### config.mk
export PLATFORM = sky130hd
export DESIGN_NAME = ad3542_spi_responder_flat
export DESIGN_NICKNAME = d
export VERILOG_FILES = /design/src/rtl/ad3542_spi_responder_if.sv /design/src/rtl/ad3542_spi_responder.sv /design/src/flat_wrapper.sv
export SDC_FILE = /design/constraint.sdc
export NUM_CORES = 1
export LEC_CHECK = 0
export CAP_MARGIN = 20
export CORE_ASPECT_RATIO = 1.4
export CORE_MARGIN = 4
export CORE_UTILIZATION = 50
export DETAILED_ROUTE_END_ITERATION = 10
export MAX_ROUTING_LAYER = met4
export PLACE_DENSITY = 0.75
export RECOVER_POWER = 100
export SLEW_MARGIN = 5
export SYNTH_ARGS = -nofsm -noshare
export SYNTH_HDL_FRONTEND = slang
export SYNTH_SLANG_ARGS = --single-unit
export TNS_END_PERCENT = 50
### constraint.sdc
create_clock -name clk -period 5.1 [get_ports clk]
set_input_delay 0.51 -clock clk [delete_from_list [all_inputs] [get_ports clk]]
set_output_delay 0.51 -clock clk [all_outputs]
set_load 0.05 [all_outputs]
### src/rtl/ad3542_spi_responder_if.sv
// Bus bundle between the AD3542 SPI initiator side and the responder:
// SPI pins plus ldac in one direction, decoded DAC codes and register writes in the other.
interface ad3542_spi_responder_if;
  logic        spi_sclk;
  logic        spi_cs;
  logic        spi_sdio0;
  logic        spi_sdio1;
  logic        ldac;
  logic [15:0] dac_0;
  logic [15:0] dac_1;
  logic        dac_update;
  logic [6:0]  reg_addr;
  logic [7:0]  reg_data;
  logic        reg_valid;
  logic        frame_err;
  logic [15:0] frame_count;

  modport master (
    output spi_sclk, spi_cs, spi_sdio0, spi_sdio1, ldac,
    input  dac_0, dac_1, dac_update,
    input  reg_addr, reg_data, reg_valid,
    input  frame_err, frame_count
  );

  modport slave (
    input  spi_sclk, spi_cs, spi_sdio0, spi_sdio1, ldac,
    output dac_0, dac_1, dac_update,
    output reg_addr, reg_data, reg_valid,
    output frame_err, frame_count
  );
endinterface

### src/rtl/ad3542_spi_responder.sv
// Oversampled AD3542 write-stream decoder: single-lane instruction, dual-lane data,
// staged DAC words committed on clean cs rise and loaded to outputs on ldac fall.
module ad3542_spi_responder #(
  parameter logic [6:0] DAC_ADDR = 7'h2A,
  parameter int         SYNC_STG = 2
) (
  input logic                   clk,
  input logic                   reset,
  ad3542_spi_responder_if.slave bus
);
  localparam int C = SYNC_STG - 2;
  localparam int P = SYNC_STG - 1;

  typedef enum logic [2:0] {
    WAIT_CS, IDLE, INSTR, DATA_DAC, DATA_REG, IGNORE
  } state_e;

  state_e state_q, state_d;

  logic [SYNC_STG-1:0] sclk_q, cs_q, d0_q, d1_q, ldac_q;

  // cs resets to "selected" so a frame running through reset is never seen as a fresh cs fall
  always_ff @(posedge clk or posedge reset) begin
    if (reset) begin
      sclk_q <= '0;
      cs_q   <= '0;
      d0_q   <= '0;
      d1_q   <= '0;
      ldac_q <= '1;
    end else begin
      sclk_q <= {sclk_q[SYNC_STG-2:0], bus.spi_sclk};
      cs_q   <= {cs_q[SYNC_STG-2:0], bus.spi_cs};
      d0_q   <= {d0_q[SYNC_STG-2:0], bus.spi_sdio0};
      d1_q   <= {d1_q[SYNC_STG-2:0], bus.spi_sdio1};
      ldac_q <= {ldac_q[SYNC_STG-2:0], bus.ldac};
    end
  end

  logic sclk_rise, cs_rise, cs_fall, cs_hi, ldac_fall;
  logic sdio0, sdio1;

  assign sclk_rise = sclk_q[C] & ~sclk_q[P];
  assign cs_rise   = cs_q[C] & ~cs_q[P];
  assign cs_fall   = ~cs_q[C] & cs_q[P];
  assign cs_hi     = cs_q[C];
  assign ldac_fall = ~ldac_q[C] & ldac_q[P];
  assign sdio0     = d0_q[P];
  assign sdio1     = d1_q[P];

  logic [2:0]  bit_cnt_q, bit_cnt_d;
  logic [1:0]  word_cnt_q, word_cnt_d;
  logic [7:0]  instr_q, instr_d, instr_nx;
  logic [15:0] shift_q, shift_d, shift_nx;
  logic [15:0] stage0_q, stage0_d, stage1_q, stage1_d;
  logic [15:0] shadow0_q, shadow0_d, shadow1_q, shadow1_d;
  logic [15:0] dac0_q, dac0_d, dac1_q, dac1_d;
  logic        dac_update_q, dac_update_d;
  logic [6:0]  reg_addr_q, reg_addr_d;
  logic [7:0]  reg_data_q, reg_data_d;
  logic        reg_valid_q, reg_valid_d;
  logic        frame_err_q, frame_err_d;
  logic [15:0] frame_count_q, frame_count_d;
  logic        commit0, commit1, clean;

  assign instr_nx = {instr_q[6:0], sdio0};
  assign shift_nx = {shift_q[13:0], sdio1, sdio0};

  always_ff @(posedge clk or posedge reset) begin
    if (reset) state_q <= WAIT_CS;
    else       state_q <= state_d;
  end

  always_comb begin
    state_d = state_q;
    unique case (state_q)
      WAIT_CS: if (cs_hi) state_d = IDLE;
      IDLE:    if (cs_fall) state_d = INSTR;
      INSTR: begin
        if (sclk_rise && bit_cnt_q == 3'd7) begin
          if (instr_nx[7])                   state_d = IGNORE;
          else if (instr_nx[6:0] == DAC_ADDR) state_d = DATA_DAC;
          else                               state_d = DATA_REG;
        end
      end
      default: ;
    endcase
    if (cs_rise) state_d = IDLE;
  end

  always_comb begin
    bit_cnt_d     = bit_cnt_q;
    word_cnt_d    = word_cnt_q;
    instr_d       = instr_q;
    shift_d       = shift_q;
    stage0_d      = stage0_q;
    stage1_d      = stage1_q;
    reg_addr_d    = reg_addr_q;
    reg_data_d    = reg_data_q;
    reg_valid_d   = 1'b0;
    frame_err_d   = 1'b0;
    frame_count_d = frame_count_q;
    commit0       = 1'b0;
    commit1       = 1'b0;
    clean         = (word_cnt_q != 2'd0) && (bit_cnt_q == 3'd0);
    unique case (state_q)
      IDLE: begin
        bit_cnt_d  = 3'd0;
        word_cnt_d = 2'd0;
      end
      INSTR: begin
        if (sclk_rise) begin
          instr_d   = instr_nx;
          bit_cnt_d = bit_cnt_q + 3'd1;
        end
        if (cs_rise) frame_err_d = 1'b1;
      end
      DATA_DAC: begin
        if (sclk_rise) begin
          shift_d   = shift_nx;
          bit_cnt_d = bit_cnt_q + 3'd1;
          if (bit_cnt_q == 3'd7) begin
            if (word_cnt_q == 2'd0) stage0_d = shift_nx;
            if (word_cnt_q == 2'd1) stage1_d = shift_nx;
            if (word_cnt_q != 2'd3) word_cnt_d = word_cnt_q + 2'd1;
          end
        end
        if (cs_rise) begin
          frame_err_d = ~clean;
          commit0     = clean;
          commit1     = clean && (word_cnt_q >= 2'd2);
          if (clean) frame_count_d = frame_count_q + 16'd1;
        end
      end
      DATA_REG: begin
        if (sclk_rise) begin
          shift_d   = shift_nx;
          bit_cnt_d = bit_cnt_q + 3'd1;
          if (bit_cnt_q == 3'd3) begin
            bit_cnt_d   = 3'd0;
            reg_data_d  = shift_nx[7:0];
            reg_addr_d  = (word_cnt_q == 2'd0) ? instr_q[6:0]
                                               : reg_addr_q + 7'd1;
            reg_valid_d = 1'b1;
            if (word_cnt_q != 2'd3) word_cnt_d = word_cnt_q + 2'd1;
          end
        end
        if (cs_rise) begin
          frame_err_d = ~clean;
          if (clean) frame_count_d = frame_count_q + 16'd1;
        end
      end
      default: ;
    endcase
    // a commit landing with ldac fall is forwarded straight to the outputs
    shadow0_d    = commit0 ? stage0_q : shadow0_q;
    shadow1_d    = commit1 ? stage1_q : shadow1_q;
    dac0_d       = ldac_fall ? shadow0_d : dac0_q;
    dac1_d       = ldac_fall ? shadow1_d : dac1_q;
    dac_update_d = ldac_fall;
  end

  always_ff @(posedge clk or posedge reset) begin
    if (reset) begin
      bit_cnt_q     <= '0;
      word_cnt_q    <= '0;
      instr_q       <= '0;
      shift_q       <= '0;
      stage0_q      <= '0;
      stage1_q      <= '0;
      shadow0_q     <= '0;
      shadow1_q     <= '0;
      dac0_q        <= '0;
      dac1_q        <= '0;
      dac_update_q  <= 1'b0;
      reg_addr_q    <= '0;
      reg_data_q    <= '0;
      reg_valid_q   <= 1'b0;
      frame_err_q   <= 1'b0;
      frame_count_q <= '0;
    end else begin
      bit_cnt_q     <= bit_cnt_d;
      word_cnt_q    <= word_cnt_d;
      instr_q       <= instr_d;
      shift_q       <= shift_d;
      stage0_q      <= stage0_d;
      stage1_q      <= stage1_d;
      shadow0_q     <= shadow0_d;
      shadow1_q     <= shadow1_d;
      dac0_q        <= dac0_d;
      dac1_q        <= dac1_d;
      dac_update_q  <= dac_update_d;
      reg_addr_q    <= reg_addr_d;
      reg_data_q    <= reg_data_d;
      reg_valid_q   <= reg_valid_d;
      frame_err_q   <= frame_err_d;
      frame_count_q <= frame_count_d;
    end
  end

  assign bus.dac_0       = dac0_q;
  assign bus.dac_1       = dac1_q;
  assign bus.dac_update  = dac_update_q;
  assign bus.reg_addr    = reg_addr_q;
  assign bus.reg_data    = reg_data_q;
  assign bus.reg_valid   = reg_valid_q;
  assign bus.frame_err   = frame_err_q;
  assign bus.frame_count = frame_count_q;
endmodule

### src/flat_wrapper.sv
// flat-port wrapper written by rule: the top's interface ports become plain ports
module ad3542_spi_responder_flat 
#(
  parameter logic [6:0] DAC_ADDR = 7'h2A,
  parameter int         SYNC_STG = 2
)
  (clk, reset, bus_spi_sclk, bus_spi_cs, bus_spi_sdio0, bus_spi_sdio1, bus_ldac, bus_dac_0, bus_dac_1, bus_dac_update, bus_reg_addr, bus_reg_data, bus_reg_valid, bus_frame_err, bus_frame_count);
  ad3542_spi_responder_if bus_i ();
  input logic clk;
  input logic reset;
  input wire logic [$bits(bus_i.spi_sclk)-1:0] bus_spi_sclk;
  input wire logic [$bits(bus_i.spi_cs)-1:0] bus_spi_cs;
  input wire logic [$bits(bus_i.spi_sdio0)-1:0] bus_spi_sdio0;
  input wire logic [$bits(bus_i.spi_sdio1)-1:0] bus_spi_sdio1;
  input wire logic [$bits(bus_i.ldac)-1:0] bus_ldac;
  output wire logic [$bits(bus_i.dac_0)-1:0] bus_dac_0;
  output wire logic [$bits(bus_i.dac_1)-1:0] bus_dac_1;
  output wire logic [$bits(bus_i.dac_update)-1:0] bus_dac_update;
  output wire logic [$bits(bus_i.reg_addr)-1:0] bus_reg_addr;
  output wire logic [$bits(bus_i.reg_data)-1:0] bus_reg_data;
  output wire logic [$bits(bus_i.reg_valid)-1:0] bus_reg_valid;
  output wire logic [$bits(bus_i.frame_err)-1:0] bus_frame_err;
  output wire logic [$bits(bus_i.frame_count)-1:0] bus_frame_count;
  assign bus_i.spi_sclk = bus_spi_sclk;
  assign bus_i.spi_cs = bus_spi_cs;
  assign bus_i.spi_sdio0 = bus_spi_sdio0;
  assign bus_i.spi_sdio1 = bus_spi_sdio1;
  assign bus_i.ldac = bus_ldac;
  assign bus_dac_0 = bus_i.dac_0;
  assign bus_dac_1 = bus_i.dac_1;
  assign bus_dac_update = bus_i.dac_update;
  assign bus_reg_addr = bus_i.reg_addr;
  assign bus_reg_data = bus_i.reg_data;
  assign bus_reg_valid = bus_i.reg_valid;
  assign bus_frame_err = bus_i.frame_err;
  assign bus_frame_count = bus_i.frame_count;
  ad3542_spi_responder #(.DAC_ADDR(DAC_ADDR), .SYNC_STG(SYNC_STG)) u_core (.clk(clk), .reset(reset), .bus(bus_i));
endmodule
==> results of run 1 <==
## per-stage QoR
stage / cell area, um^2 / utilization [%] / instances
CTS: 8430 / 62.1 / 772
finish: 8320 / 61.3 / 772
global route: 8320 / 61.3 / 772
global placement: 7880 / 58.1 / 740
detailed placement: 7880 / 58.1 / 740
floorplan: 7000 / - / 504
## sequential cells by signal, indices dropped and copies added, names as in the netlist, 8 cells and up
register,flops
u_core.bus.dac_0,16
u_core.bus.dac_1,16
u_core.bus.frame_count,16
u_core.bus.reg_data,8
u_core.shadow0_q,16
u_core.shadow1_q,16
u_core.shift_q,14
u_core.stage0_q,16
u_core.stage1_q,16
## power groups by stage
| stage | clock [mW] | combinational (mW) | sequential, mW |
|---|---|---|---|
| floorplan | 0 | 0.289 | 1.50 |
| global placement | 0 | 0.340 | 1.53 |
| detailed placement | 0 | 0.356 | 1.53 |
| CTS | 1.21 | 0.359 | 1.51 |
| global route | 1.28 | 0.382 | 1.52 |
| finish | 1.20 | 0.343 | 1.51 |
## layer usage
layer / vias up / part of all wire (%) / track usage (%)
li1: 1931 / - / -
met1: 2179 / 42 / 21.7
met2: 59 / 54 / 30.9
met3: 10 / 2.5 / 4.41
met4: 0 / 1.1 / 4.55
met5: - / 0 / -
## cells in the mapped netlist (2+ instances only)
cell type | instances | area share, %
mux2_4 | 20 | 4.3
a2111oi_2 | 2 | 0.43
nand2_1 | 38 | 2.0
a21boi_0 | 2 | 0.21
a21oi_1 | 3 | 0.21
dfrtp_1 | 167 | 60
and4_1 | 4 | 0.50
or3_1 | 3 | 0.27
xnor2_1 | 13 | 1.6
buf_6 | 2 | 0.32
nand4_1 | 4 | 0.36
or3b_2 | 3 | 0.38
nor3b_1 | 3 | 0.32
o22ai_1 | 4 | 0.36
or4_1 | 2 | 0.21
nor2_1 | 15 | 0.80
and3_1 | 5 | 0.45
buf_2 | 2 | 0.14
dfstp_2 | 2 | 0.75
nand2b_1 | 6 | 0.54
buf_1 | 2 | 0.11
o211ai_1 | 3 | 0.32
ha_1 | 11 | 2.0
clkbuf_1 | 15 | 0.80
nor2b_1 | 4 | 0.36
a221oi_1 | 2 | 0.25
and2_1 | 2 | 0.18
nand3b_1 | 2 | 0.21
o21ai_0 | 15 | 1.1
nand3_1 | 11 | 0.79
xor2_1 | 2 | 0.25
inv_1 | 7 | 0.38
mux2_2 | 100 | 16
a22oi_1 | 6 | 0.64
## cell families (layout without fill, tap and decap cells)
| family | count (synthesis) | count (layout) | share of synthesized area [%] |
|---|---|---|---|
| AO/OA/AOI/OAI | 47 | 47 | 4.70 |
| XOR/XNOR | 15 | 15 | 1.88 |
| adder cells (fa/ha/maj) | 11 | 11 | 1.97 |
| buffers and inverters | 29 | 115 | 1.81 |
| flip-flops | 169 | 169 | 60.5 |
| multiplexers | 121 | 121 | 20.5 |
| AND/OR/NAND/NOR | 112 | 112 | 8.64 |
## layout make-up
cell class,instances,area (um^2)
Clock inverter,12,103
Timing Repair Buffer,75,732
Clock buffer,20,447
Sequential cell,169,4230
Inverter,8,35.0
Tap cell,182,228
Multi-Input combinational cell,306,2540
Fill cell,1090,5260
## worst min-delay path by stage
stage | startpoint | to | slack [ns]
global placement | u_core.d1_q[0] | u_core.d1_q[1] | 0.33
CTS | u_core.d1_q[0] | u_core.d1_q[1] | 0.35
detailed placement | u_core.d1_q[0] | u_core.d1_q[1] | 0.34
finish | u_core.d1_q[0] | u_core.d1_q[1] | 0.35
floorplan | u_core.d0_q[0] | u_core.d0_q[1] | 0.33
global route | u_core.d0_q[0] | u_core.d0_q[1] | 0.36
## worst max-delay path: stages (launching register included)
cell       delay [ns]
dfrtp_1          0.69
or3b_2           0.55
a2111oi_0        1.73
nand4_1          0.26
xnor2_1          0.21
## layout by cell type (no fill, tap or decap), types with 5 or more instances in the layout
cell and n:
a22oi_1 6, and3_1 5, clkbuf_1 5, clkbuf_16 17, clkinv_2 5, dfrtp_1 167, dlygate4sd3_1 72, ha_1 11
inv_1 6, mux2_1 29, mux2_2 91, nand2_1 38, nand2b_1 6, nand3_1 11, nor2_1 15, o21ai_0 15
xnor2_1 13
==> flow_metrics.py, run 1 <==
metrics = {
    "global_route": {
        "grt_max_degree": 95,
        "grt-ovfl-total": 0,
        "antenna_found_initial": 0,
        "grt_usage_pct": 18.2,
        "grt_first_pass_wirelength_um": 22200,
        "grt_pass1_vias": 4394,
    },
    "power": {
        "power_density_nw_per_um2": 367,
        "p_int_mw": 2.23,
        "power_frac_seq_pct": 49.5,
        "power_frac_comb_pct": 11.3,
        "vdd_ir_drop_max_v": 0.000210,
        "power_leakage_nw": 4.22,
        "power_mw": 3.05,
        "switching_share_pct": 26.7,
        "p_clk_share_pct": 39.2,
        "switchingPower_mw": 0.815,
    },
    "timing": {
        "worstMarginPinSlew_ns": 3.02,
        "fin_crit_ns": 3.54,
        "finalCritPeriodShare_pct": 69.4,
        "fin_setup_tns_ns": 0,
        "setup_viol": 0,
        "timing.hold.ws_ns": 0.348,
        "hold_violations": 0,
        "fmax_ghz": 0.282,
        "drv_slew": 128,
        "grt_setup_unrepaired": "no",
        "skew_ns": 0.0117,
        "slew_headroom_pct": -102,
        "fin_ws_ns": 1.56,
    },
    "die": {
        "ioPinCount": 73,
        "rows": 50,
        "die_width_um": 108,
        "coreArea_um2": 13600,
        "die_y_um": 148,
        "dieArea_um2": 16000,
        "start_util_pct": 51.5,
    },
    "layout": {
        "area_growth_pct": 18.8,
        "drive_gt1_share_pct": 21.5,
        "antenna_cells": 0,
        "nNetsFinal": 595,
    },
    "flow_run": {
        "maxCapViolCount": 5,
    },
    "yosys": {
        "syn_inst": 504,
        "mappedNetlistArea_um2": 7000,
        "synthDistinctLibCells": 56,
        "ys.flop_type": "dfrtp_1",
        "synth_edf_count": 0,
        "yosysWarnings": 0,
        "synth_nets": 522,
        "seq_area_frac_synth_pct": 60.5,
        "syn_area_per_cell_um2": 13.9,
        "ys_async_sr_fraction_pct": 100,
        "yosys_register_bits": 169,
    },
    "setup_path": {
        "arrival_ns": 3.85,
        "criticalPathCategory": "reg2reg",
        "timing.rr.end": "u_core.bus.frame_count[13]",
        "rrSetupSlack_ns": 1.56,
        "endpoint_kind": "flop",
        "crit_required_ns": 5.41,
        "startpoint": "u_core.state_q[2]",
        "critPathLaunchType": "flop",
        "cp_max_fo": 21,
        "worstSetupEndpoint": "u_core.bus.frame_count[13]",
        "rr_startpoint": "u_core.state_q[2]",
        "reg2reg_depth": 4,
    },
    "drt": {
        "firstDrtPassIters": 4,
        "wire_per_inst_um": 17.2,
        "drc": 0,
        "drtIter0Drc": 176,
        "wirelength_um": 13300,
        "ant_nets": 0,
        "detail_route.vias_per_cell": 5.41,
        "vias": 4179,
    },
    "placed_design": {
        "io_buffers": 72,
        "dp_hpwl_um": 8700,
        "routabilityCongestion": 0.788,
        "place_ws_ns": 2.21,
    },
    "clock_tree": {
        "numCtsBuffers": 17,
        "clockBufferDepth": 2,
        "cts.hold.buffers_added": 0,
        "insertion_delay_ns": 0.42,
        "root_buffer": "clkbuf_16",
        "cts.clk_slew.worst_paths_ns": 0.07,
        "post_cts.repair.setup_buffers": 0,
        "htreeDepth": 4,
        "cts_sinks": 169,
        "post_cts_resized": 0,
        "cts_tree": "done",
    },
    "run_status": {
        "violations": "max-capacitance violations, max-slew violations",
        "status": "finished with violations",
    },
    "worst_hold_path": {
        "whs_path_depth": 0,
        "hold_class": "reg2reg",
    },
}
Power figures use the tool's default switching activity.
==> inputs of run 2 (changes only) <==
--- a/config.mk
+++ b/config.mk
@@ -11,7 +11,7 @@
 export CORE_UTILIZATION = 50
 export DETAILED_ROUTE_END_ITERATION = 10
 export MAX_ROUTING_LAYER = met4
-export PLACE_DENSITY = 0.75
+export PLACE_DENSITY = 0.72
 export RECOVER_POWER = 100
 export SLEW_MARGIN = 5
 export SYNTH_ARGS = -nofsm -noshare
==> constraint.sdc (replaced) <==
create_clock -name clk -period 3.64 [get_ports clk]
set_input_delay 0.364 -clock clk [delete_from_list [all_inputs] [get_ports clk]]
set_output_delay 0.364 -clock clk [all_outputs]
set_load 0.05 [all_outputs]
==> flow_metrics.py, run 2 (same netlist as run 1, synthesis figures left out) <==
metrics = {
    "run_status": {
        "status": "finished with violations",
        "violations": "max-capacitance violations, max-slew violations",
    },
    "layout": {
        "nNetsFinal": 600,
        "area_growth_pct": 21.1,
        "multi_input_area_um2": 2560,
        "antenna_cells": 0,
        "drive_gt1_share_pct": 22.9,
        "mostFrequentLayoutCell": "dfrtp_1",
        "design_area_um2": 8470,
        "fillers": 1070,
        "ff_latch_area_um2": 4230,
        "post-route-util_pct": 62.4,
        "layout_common_cells": "167 x dfrtp_1, 91 x mux2_2, 72 x dlygate4sd3_1, 38 x nand2_1, 29 x mux2_1",
    },
    "clock_tree": {
        "cts_sinks": 169,
        "root_buffer": "clkbuf_16",
        "post_cts.repair.setup_buffers": 0,
        "htreeDepth": 4,
        "insertion_delay_ns": 0.42,
        "cts.hold.buffers_added": 0,
        "post_cts_resized": 0,
        "cts_tree": "done",
        "clockBufferDepth": 2,
        "numCtsBuffers": 17,
        "cts.clk_slew.worst_paths_ns": 0.06,
    },
    "timing": {
        "fin_crit_ns": 2.99,
        "fmax_ghz": 0.335,
        "worstMarginPinSlew_ns": 1.61,
        "setup_viol": 0,
        "drv_slew": 32,
        "grt_setup_unrepaired": "no",
        "skew_ns": 0.0151,
        "slew_headroom_pct": -7.34,
        "hold_violations": 0,
        "fin_setup_tns_ns": 0,
        "finalCritPeriodShare_pct": 82.0,
    },
    "drt": {
        "wire_per_inst_um": 17.1,
        "vias": 4227,
        "drtIter0Drc": 186,
        "firstDrtPassIters": 4,
        "drc": 0,
        "wirelength_um": 13300,
        "ant_nets": 0,
        "detail_route.vias_per_cell": 5.44,
    },
    "power": {
        "power_density_nw_per_um2": 533,
        "power_leakage_nw": 4.29,
        "vdd_ir_drop_max_v": 0.000361,
    },
    "setup_path": {
        "arrival_ns": 3.28,
        "cp_max_fo": 22,
        "endpoint_kind": "flop",
        "criticalPathCategory": "reg2reg",
        "crit_slowest_cell": "or4_4",
        "critPathLaunchType": "flop",
        "crit_required_ns": 3.94,
        "crit_family": "simple AND/OR/NAND/NOR gates",
        "crit_path_frequent_cell": "mux2_1",
        "cp_slowest_stage_delay_ns": 0.67,
        "crit_buf_inv": 1,
        "path_cells": "inv_1 -> ha_1 -> or3b_1 -> or4_4 -> mux2_1 -> mux2_1",
    },
    "die": {
        "die_width_um": 108,
        "ioPinCount": 73,
        "dieArea_um2": 16000,
        "start_util_pct": 51.5,
        "coreArea_um2": 13600,
        "rows": 50,
        "die_y_um": 148,
    },
    "placed_design": {
        "dp_hpwl_um": 8890,
        "io_buffers": 72,
        "placed_cell_area_um2": 7930,
        "routabilityCongestion": 0.820,
    },
    "global_route": {
        "grt_max_degree": 80,
        "antenna_found_initial": 0,
        "grt_pass1_vias": 4477,
        "grt_usage_pct": 18.8,
        "grt_first_pass_wirelength_um": 22900,
        "grt-ovfl-total": 0,
    },
    "worst_hold_path": {
        "hold_class": "reg2reg",
    },
    "flow_run": {
        "maxCapViolCount": 1,
    },
}
run 2: worst paths after layout:
kind	startpoint	endpoint	slack [ns]	depth (start not counted)
max	u_core.word_cnt_q[1]	u_core.bus.dac_1[15]	0.65	6
min	u_core.d1_q[0]	u_core.d1_q[1]	0.34	0
max reg2reg	u_core.word_cnt_q[1]	u_core.bus.dac_1[15]	0.65	6
min reg2reg	u_core.d1_q[0]	u_core.d1_q[1]	0.34	0
max in group asynchronous	reset	u_core.bus.reg_addr[6]	0.91	3
min in group asynchronous	reset	u_core.d1_q[1]	0.70	2
run 2: final cells by class:
type                            instances  area share, %
Inverter                                8          0.369
Tap cell                              182           2.69
Clock inverter                         14           2.29
Sequential cell                       169           50.0
Multi-Input combinational cell        306           30.2
Timing Repair Buffer                   80           9.34
Clock buffer                           18           5.18
run 2: report_power, final:
group          leakage (nW)  internal, mW  switching [mW]
Sequential             2.32          1.96           0.159
Combinational          1.67         0.216           0.273
Clock                 0.307          1.17           0.734
run 2: per-layer routing:
layer  routed length (um)  vias to the layer above  GRT usage [%]  part of all wire [%]
met2                 6980                       79           30.5                    52
li1                     -                     1951              -                     -
met5                    0                        -              -                     0
met4                  176                        0           6.57                   1.3
met1                 5750                     2185           23.3                    43
met3                  406                       12           4.24                   3.0
run 2: metrics by stage:
stage                     setup slack [ns]  instances  hold slack, ns  power [mW]
final                                0.655        777           0.344        4.52
after global routing                 0.391        777           0.353        4.72
after CTS                            0.750        776           0.333        4.58
after detailed placement             0.750        744           0.336        2.65
after global placement               0.841        744           0.336        2.63
after floorplan                       1.12        504           0.331        2.50
==> RTL edit 1: new RTL, config.mk and constraints of run 2 <==
Take the reset off `instr_q`, `shift_q`, `stage0_q`, `stage1_q`, `reg_addr_q` and `reg_data_q` and load them in a clocked block of their own.
--- a/src/rtl/ad3542_spi_responder.sv
+++ b/src/rtl/ad3542_spi_responder.sv
@@ -163,38 +163,35 @@
     if (reset) begin
       bit_cnt_q     <= '0;
       word_cnt_q    <= '0;
-      instr_q       <= '0;
-      shift_q       <= '0;
-      stage0_q      <= '0;
-      stage1_q      <= '0;
       shadow0_q     <= '0;
       shadow1_q     <= '0;
       dac0_q        <= '0;
       dac1_q        <= '0;
       dac_update_q  <= 1'b0;
-      reg_addr_q    <= '0;
-      reg_data_q    <= '0;
       reg_valid_q   <= 1'b0;
       frame_err_q   <= 1'b0;
       frame_count_q <= '0;
     end else begin
       bit_cnt_q     <= bit_cnt_d;
       word_cnt_q    <= word_cnt_d;
-      instr_q       <= instr_d;
-      shift_q       <= shift_d;
-      stage0_q      <= stage0_d;
-      stage1_q      <= stage1_d;
       shadow0_q     <= shadow0_d;
       shadow1_q     <= shadow1_d;
       dac0_q        <= dac0_d;
       dac1_q        <= dac1_d;
       dac_update_q  <= dac_update_d;
-      reg_addr_q    <= reg_addr_d;
-      reg_data_q    <= reg_data_d;
       reg_valid_q   <= reg_valid_d;
       frame_err_q   <= frame_err_d;
       frame_count_q <= frame_count_d;
     end
+  end
+
+  always_ff @(posedge clk) begin
+    instr_q    <= instr_d;
+    shift_q    <= shift_d;
+    stage0_q   <= stage0_d;
+    stage1_q   <= stage1_d;
+    reg_addr_q <= reg_addr_d;
+    reg_data_q <= reg_data_d;
   end
 
   assign bus.dac_0       = dac0_q;
Behaviour: same outputs for any inputs over 10 cycles, from zero or initial values and one cycle with reset high; that may be too few to reach the edited logic, so the function may still have changed.
==> RTL edit 1 against run 2 <==
The run still ends with max-capacitance violations, max-slew violations left. Non-clock buffer count is 2 lower. Sequential cell count stayed put. Synthesized cell count is 9.5% lower. First-iteration DRC count is 19% lower. Die area is 6.5% lower. Wire length is 9.0% lower. Synthesized area is 6.9% lower. Final cell count is 9.4% lower. Worst setup slack worse by 54 ps. Cell area is 6.2% lower.
Power is not compared: it rests on default switching activity, and its combinational part moved more than twofold at a synthesized area within 25%.
==> RTL edit 1: results (changes against run 2) <==
- Mapped Nets: 474 (was 522)
- Iter 0 DRT Violations: 151 (was 186)
- Area contributors post-synth: dfrtp_1 38%, edfxtp_1 31%, mux2_2 5.9% (was dfrtp_1 60%, mux2_2 16%, mux2_4 4.3%)
- Register area share after synthesis: 70.2% (was 60.5%)
- First-pass GRT wire length: 20.3 mm (was 22.9 mm)
- Total number of vias: 3,835 (was 4,227)
- Setup violators final: 0 (unchanged)
- GRT Total Usage: 17.8% (was 18.8%)
- Nets@finish: 556 (was 600)
- Routed WL: 12.1 mm (was 13.3 mm)
- Max-slew violations: 61 (was 32)
- Failing checks: max-capacitance violations, max-slew violations (unchanged)
- Crit-path max FO: 17 (was 22)
- Max_cap viols: 1 (unchanged)
- Crit path max-delay cell type: nand4_1 (was or4_4)
- # fillers: 979 (was 1,070)
- DP Worst Slack: 933 ps (was 750 ps)
- Final GP Congestion: 0.924 (was 0.820)
- Status: finished, violations left (unchanged)
- Largest net degree at the start of global routing: 61 (was 80)
- Later-pin clock latency in the skew report: 420 ps (about the same)
- Arr. time, crit path: 3330 ps (was 3280 ps)
- Post-Route Skew: 11.3 ps (was 15.1 ps)
- EDFF count, synth: 68 (was 0)
- Vias in the first global route: 4,022 (was 4,477)
- Synth cell count leaders: 99 x dfrtp_1, 68 x edfxtp_1, 53 x nand2_1 (was 167 x dfrtp_1, 100 x mux2_2, 38 x nand2_1)
[RTL edit 1: area by class of cell]
type,count,share of cell area (%)
sequential,169,57.5
multi-input combinational,261,22.6
timing repair buffer,78,9.51
clock buffer,25,6.25
tap,153,2.41
clock inverter,7,1.13
inverter,11,0.520
[RTL edit 1: power by group through the flow]
stage / sequential (uW) / combinational (uW) / clock, uW
global placement: 2400 / 1040 / 0
finish: 2360 / 1010 / 1760
global route: 2390 / 1090 / 1880
CTS: 2370 / 1080 / 1790
detailed placement: 2400 / 1070 / 0
floorplan: 2730 / 393 / 0
[RTL edit 1: path summary, 6_finish.rpt]
check | slack (ps) | startpoint | cells past startpoint | endpoint
setup / recovery | 600 | u_core.word_cnt_q[0]$_DFFE_PP0P_ | 6 | u_core.bus.dac_0[3]$_DFFE_PP0P_
hold / removal | 350 | u_core.d1_q[0]$_DFF_PP0_ | 0 | u_core.d1_q[1]$_DFF_PP0_
setup reg to reg | 600 | u_core.word_cnt_q[0]$_DFFE_PP0P_ | 6 | u_core.bus.dac_0[3]$_DFFE_PP0P_
hold reg to reg | 350 | u_core.d1_q[0]$_DFF_PP0_ | 0 | u_core.d1_q[1]$_DFF_PP0_
max in group asynchronous | 970 | reset | 3 | u_core.bus.dac_0[7]$_DFFE_PP0P_
min in group asynchronous | 1130 | reset | 2 | u_core.d1_q[0]$_DFF_PP0_
[RTL edit 1: cells by family after synthesis]
group / Yosys count / synth area share (%)
adder cells (fa/ha/maj): 11 / 2.11
multiplexers: 35 / 6.05
AO/OA/AOI/OAI: 49 / 5.46
buffers and inverters: 26 / 1.92
AND/OR/NAND/NOR: 146 / 11.6
flip-flops: 169 / 70.2
XOR/XNOR: 20 / 2.69
[RTL edit 1: routing by layer]
layer	part of all wire, %	vias up	track usage [%]
met5	0	-	-
met4	1.5	0	6.09
met3	3.9	20	4.12
met2	54	83	30.5
met1	41	1943	20.9
li1	-	1789	-
[RTL edit 1: per-stage QoR]
step / instance area (um2) / std cells / power, uW
5_1_grt: 7950 / 704 / 5350
3_5_place_dp: 7400 / 672 / 3470
6_report: 7950 / 704 / 5130
2_1_floorplan: 6510 / 456 / 3120
3_3_place_gp: 7400 / 672 / 3440
4_1_cts: 7980 / 704 / 5240
==> RTL edit 2: new RTL, config.mk and constraints of run 2 <==
Made on the original files. `SYNC_STG` is set to 2 in 2 places; all go to 4.
--- a/src/rtl/ad3542_spi_responder.sv
+++ b/src/rtl/ad3542_spi_responder.sv
@@ -2,7 +2,7 @@
 // staged DAC words committed on clean cs rise and loaded to outputs on ldac fall.
 module ad3542_spi_responder #(
   parameter logic [6:0] DAC_ADDR = 7'h2A,
-  parameter int         SYNC_STG = 2
+  parameter int         SYNC_STG = 4
 ) (
   input logic                   clk,
   input logic                   reset,
--- a/src/flat_wrapper.sv
+++ b/src/flat_wrapper.sv
@@ -2,7 +2,7 @@
 module ad3542_spi_responder_flat 
 #(
   parameter logic [6:0] DAC_ADDR = 7'h2A,
-  parameter int         SYNC_STG = 2
+  parameter int         SYNC_STG = 4
 )
   (clk, reset, bus_spi_sclk, bus_spi_cs, bus_spi_sdio0, bus_spi_sdio1, bus_ldac, bus_dac_0, bus_dac_1, bus_dac_update, bus_reg_addr, bus_reg_data, bus_reg_valid, bus_frame_err, bus_frame_count);
   ad3542_spi_responder_if bus_i ();
Function: changed (a bounded check fails within 4 cycles, from zero or initial values and one cycle with reset high).
==> RTL edit 2 against run 2 <==
The flow still finishes with violations (max-capacitance violations, max-slew violations). Cell area is 1.2% higher. Worst setup slack worse by 100 ps. Wire length rose by 2.6%. Worst hold slack better by 3.0 ps. Critical path depth increased by 2. Clock power fell by 14%. Power decreased by 4.3%. Final cell count grew 6.7%. Synthesized area up 3.1%. Sequential cell count is 10 higher. Largest cell class unchanged.
==> RTL edit 2: results (changes against run 2) <==
- FFs w/ async S/R, synth: 100% (unchanged)
- # fillers: 1,127 (was 1,070)
- Non-clk invs: 13 (was 8)
- Status: finished, violations left (unchanged)
- Arr. time, crit path: 3380 ps (was 3280 ps)
- Iter 0 DRT Violations: 220 (was 186)
- Leakage: 0.00445 uW (was 0.00429 uW)
- Post-DP HPWL: 9.49 mm (was 8.89 mm)
- Failing checks: max-capacitance violations, max-slew violations (unchanged)
- DP Worst Slack: 645 ps (was 750 ps)
- Mapped Nets: 575 (was 522)
- Yosys cell types: 51 (was 56)
- Crit-path max FO: 20 (was 22)
- Routed wl met2: 7.29 mm (was 6.98 mm)
- Mux share of post-synthesis cell area: 17.0% (was 20.5%)
- M1 GR Usage: 23.0% (was 23.3%)
- Area contributors post-synth: dfrtp_1 61%, mux2_2 15%, nand2_1 4.9% (was dfrtp_1 60%, mux2_2 16%, mux2_4 4.3%)
- Top Metal Used: met4 (unchanged)
- Clock buf count: 28 (was 18)
- Metal-1 WL: 5.65 mm (was 5.75 mm)
- Setup_tns: 0 ps (unchanged)
- Proportion of layout cells with a drive suffix above 1: 18.0% (was 22.9%)
- Internal power: 3230 uW (was 3350 uW)
- XOR/XNOR Fraction of Synth Area: 1.82% (was 1.88%)
- FFs & Latches: 179 (was 169)
- Final GP Congestion: 0.846 (was 0.820)
- Pre-Repair DR Iteration Count: 5 (was 4)
- Worst vdd rail ir drop: 0.325 mV (was 0.361 mV)
- Clk power: 1650 uW (was 1910 uW)
- FF/Latch Area: 0.00448 mm2 (was 0.00423 mm2)
- Flop pwr share: 51.3% (was 47.0%)
- Met3 WL: 400 um (was 406 um)
- Multi-input gate count: 344 (was 306)
- GRT Total Usage: 18.7% (was 18.8%)
- Met3 Resource Use GR: 3.69% (was 4.24%)
- Met2 Usage GRT: 30.2% (was 30.5%)
- Final non-clock buffer share: 8.67% (was 9.34%)
- CP max stage delay: 710 ps (was 670 ps)
- Multi-input combinational area share: 29.5% (was 30.2%)
- Nets@finish: 650 (was 600)
- Largest cell class: sequential cells (unchanged)
- Crit path max-delay cell type: clkbuf_1 (was or4_4)
- Routed WL: 13.7 mm (was 13.3 mm)
- Synth Area in Compound Gates: 4.52% (was 4.70%)
- Clock-cell share: 6.26% (was 7.47%)
- Slew headroom: -21.0% (was -7.34%)
- Non-Clock Buffer Count: 77 (was 80)
- Synth Area in Adders: 1.91% (was 1.97%)
- Synth cell count leaders: 175 x dfrtp_1, 95 x mux2_2, 94 x nand2_1 (was 167 x dfrtp_1, 100 x mux2_2, 38 x nand2_1)
- Top delay family on crit path: buffers and inverters (was simple AND/OR/NAND/NOR gates)
- Max-slew violations: 138 (was 32)
- Register area share after synthesis: 62.1% (was 60.5%)
- First-pass GRT wire length: 23.2 mm (was 22.9 mm)
- Vias in the first global route: 4,693 (was 4,477)
- Max_cap viols: 1 (unchanged)
- Largest net degree at the start of global routing: 138 (was 80)
- Vias per inst: 5.31 (was 5.44)
==> RTL edit 2: changes by cell type after synthesis, sizes merged, moves of 4 or more <==
cell | run 2 | this run
a21oi | 3 | 14
mux2 | 120 | 105
nand2 | 38 | 94
xnor2 | 13 | 5
xor2 | 2 | 10
o21ai | 15 | 9
o22ai | 4 | 0
nor2 | 15 | 27
inv | 7 | 11
and3 | 5 | 0
and4 | 4 | 0
dfrtp | 167 | 175
nor3 | 2 | 6
==> RTL edit 2: metrics by stage <==
| step | instances | power [uW] | hold WS, ps | cell area (um2) | utilization (%) |
|---|---|---|---|---|---|
| 2_1_floorplan | 557 | 2590 | 331 | 7220 | - |
| 4_1_cts | 829 | 4400 | 305 | 8660 | 61.7 |
| 3_5_place_dp | 798 | 2740 | 337 | 8120 | 57.8 |
| 3_3_place_gp | 798 | 2700 | 333 | 8120 | 57.8 |
| 6_report | 829 | 4330 | 347 | 8570 | 61.1 |
| 5_1_grt | 829 | 4530 | 355 | 8570 | 61.1 |
==> RTL edit 2: final timing paths <==
check                                            startpoint                         endpoint  slack, ps  depth (start not counted)
max                        u_core.word_cnt_q[1]$_DFFE_PP0P_  u_core.bus.dac_0[6]$_DFFE_PP0P_        550                          8
min                                u_core.d1_q[2]$_DFF_PP0_         u_core.d1_q[3]$_DFF_PP0_        350                          0
max reg2reg                u_core.word_cnt_q[1]$_DFFE_PP0P_  u_core.bus.dac_0[6]$_DFFE_PP0P_        550                          8
min reg2reg                        u_core.d1_q[2]$_DFF_PP0_         u_core.d1_q[3]$_DFF_PP0_        350                          0
max in group asynchronous                             reset         u_core.d0_q[2]$_DFF_PP0_        820                          3
min in group asynchronous                             reset    u_core.instr_q[6]$_DFFE_PP0P_        510                          2
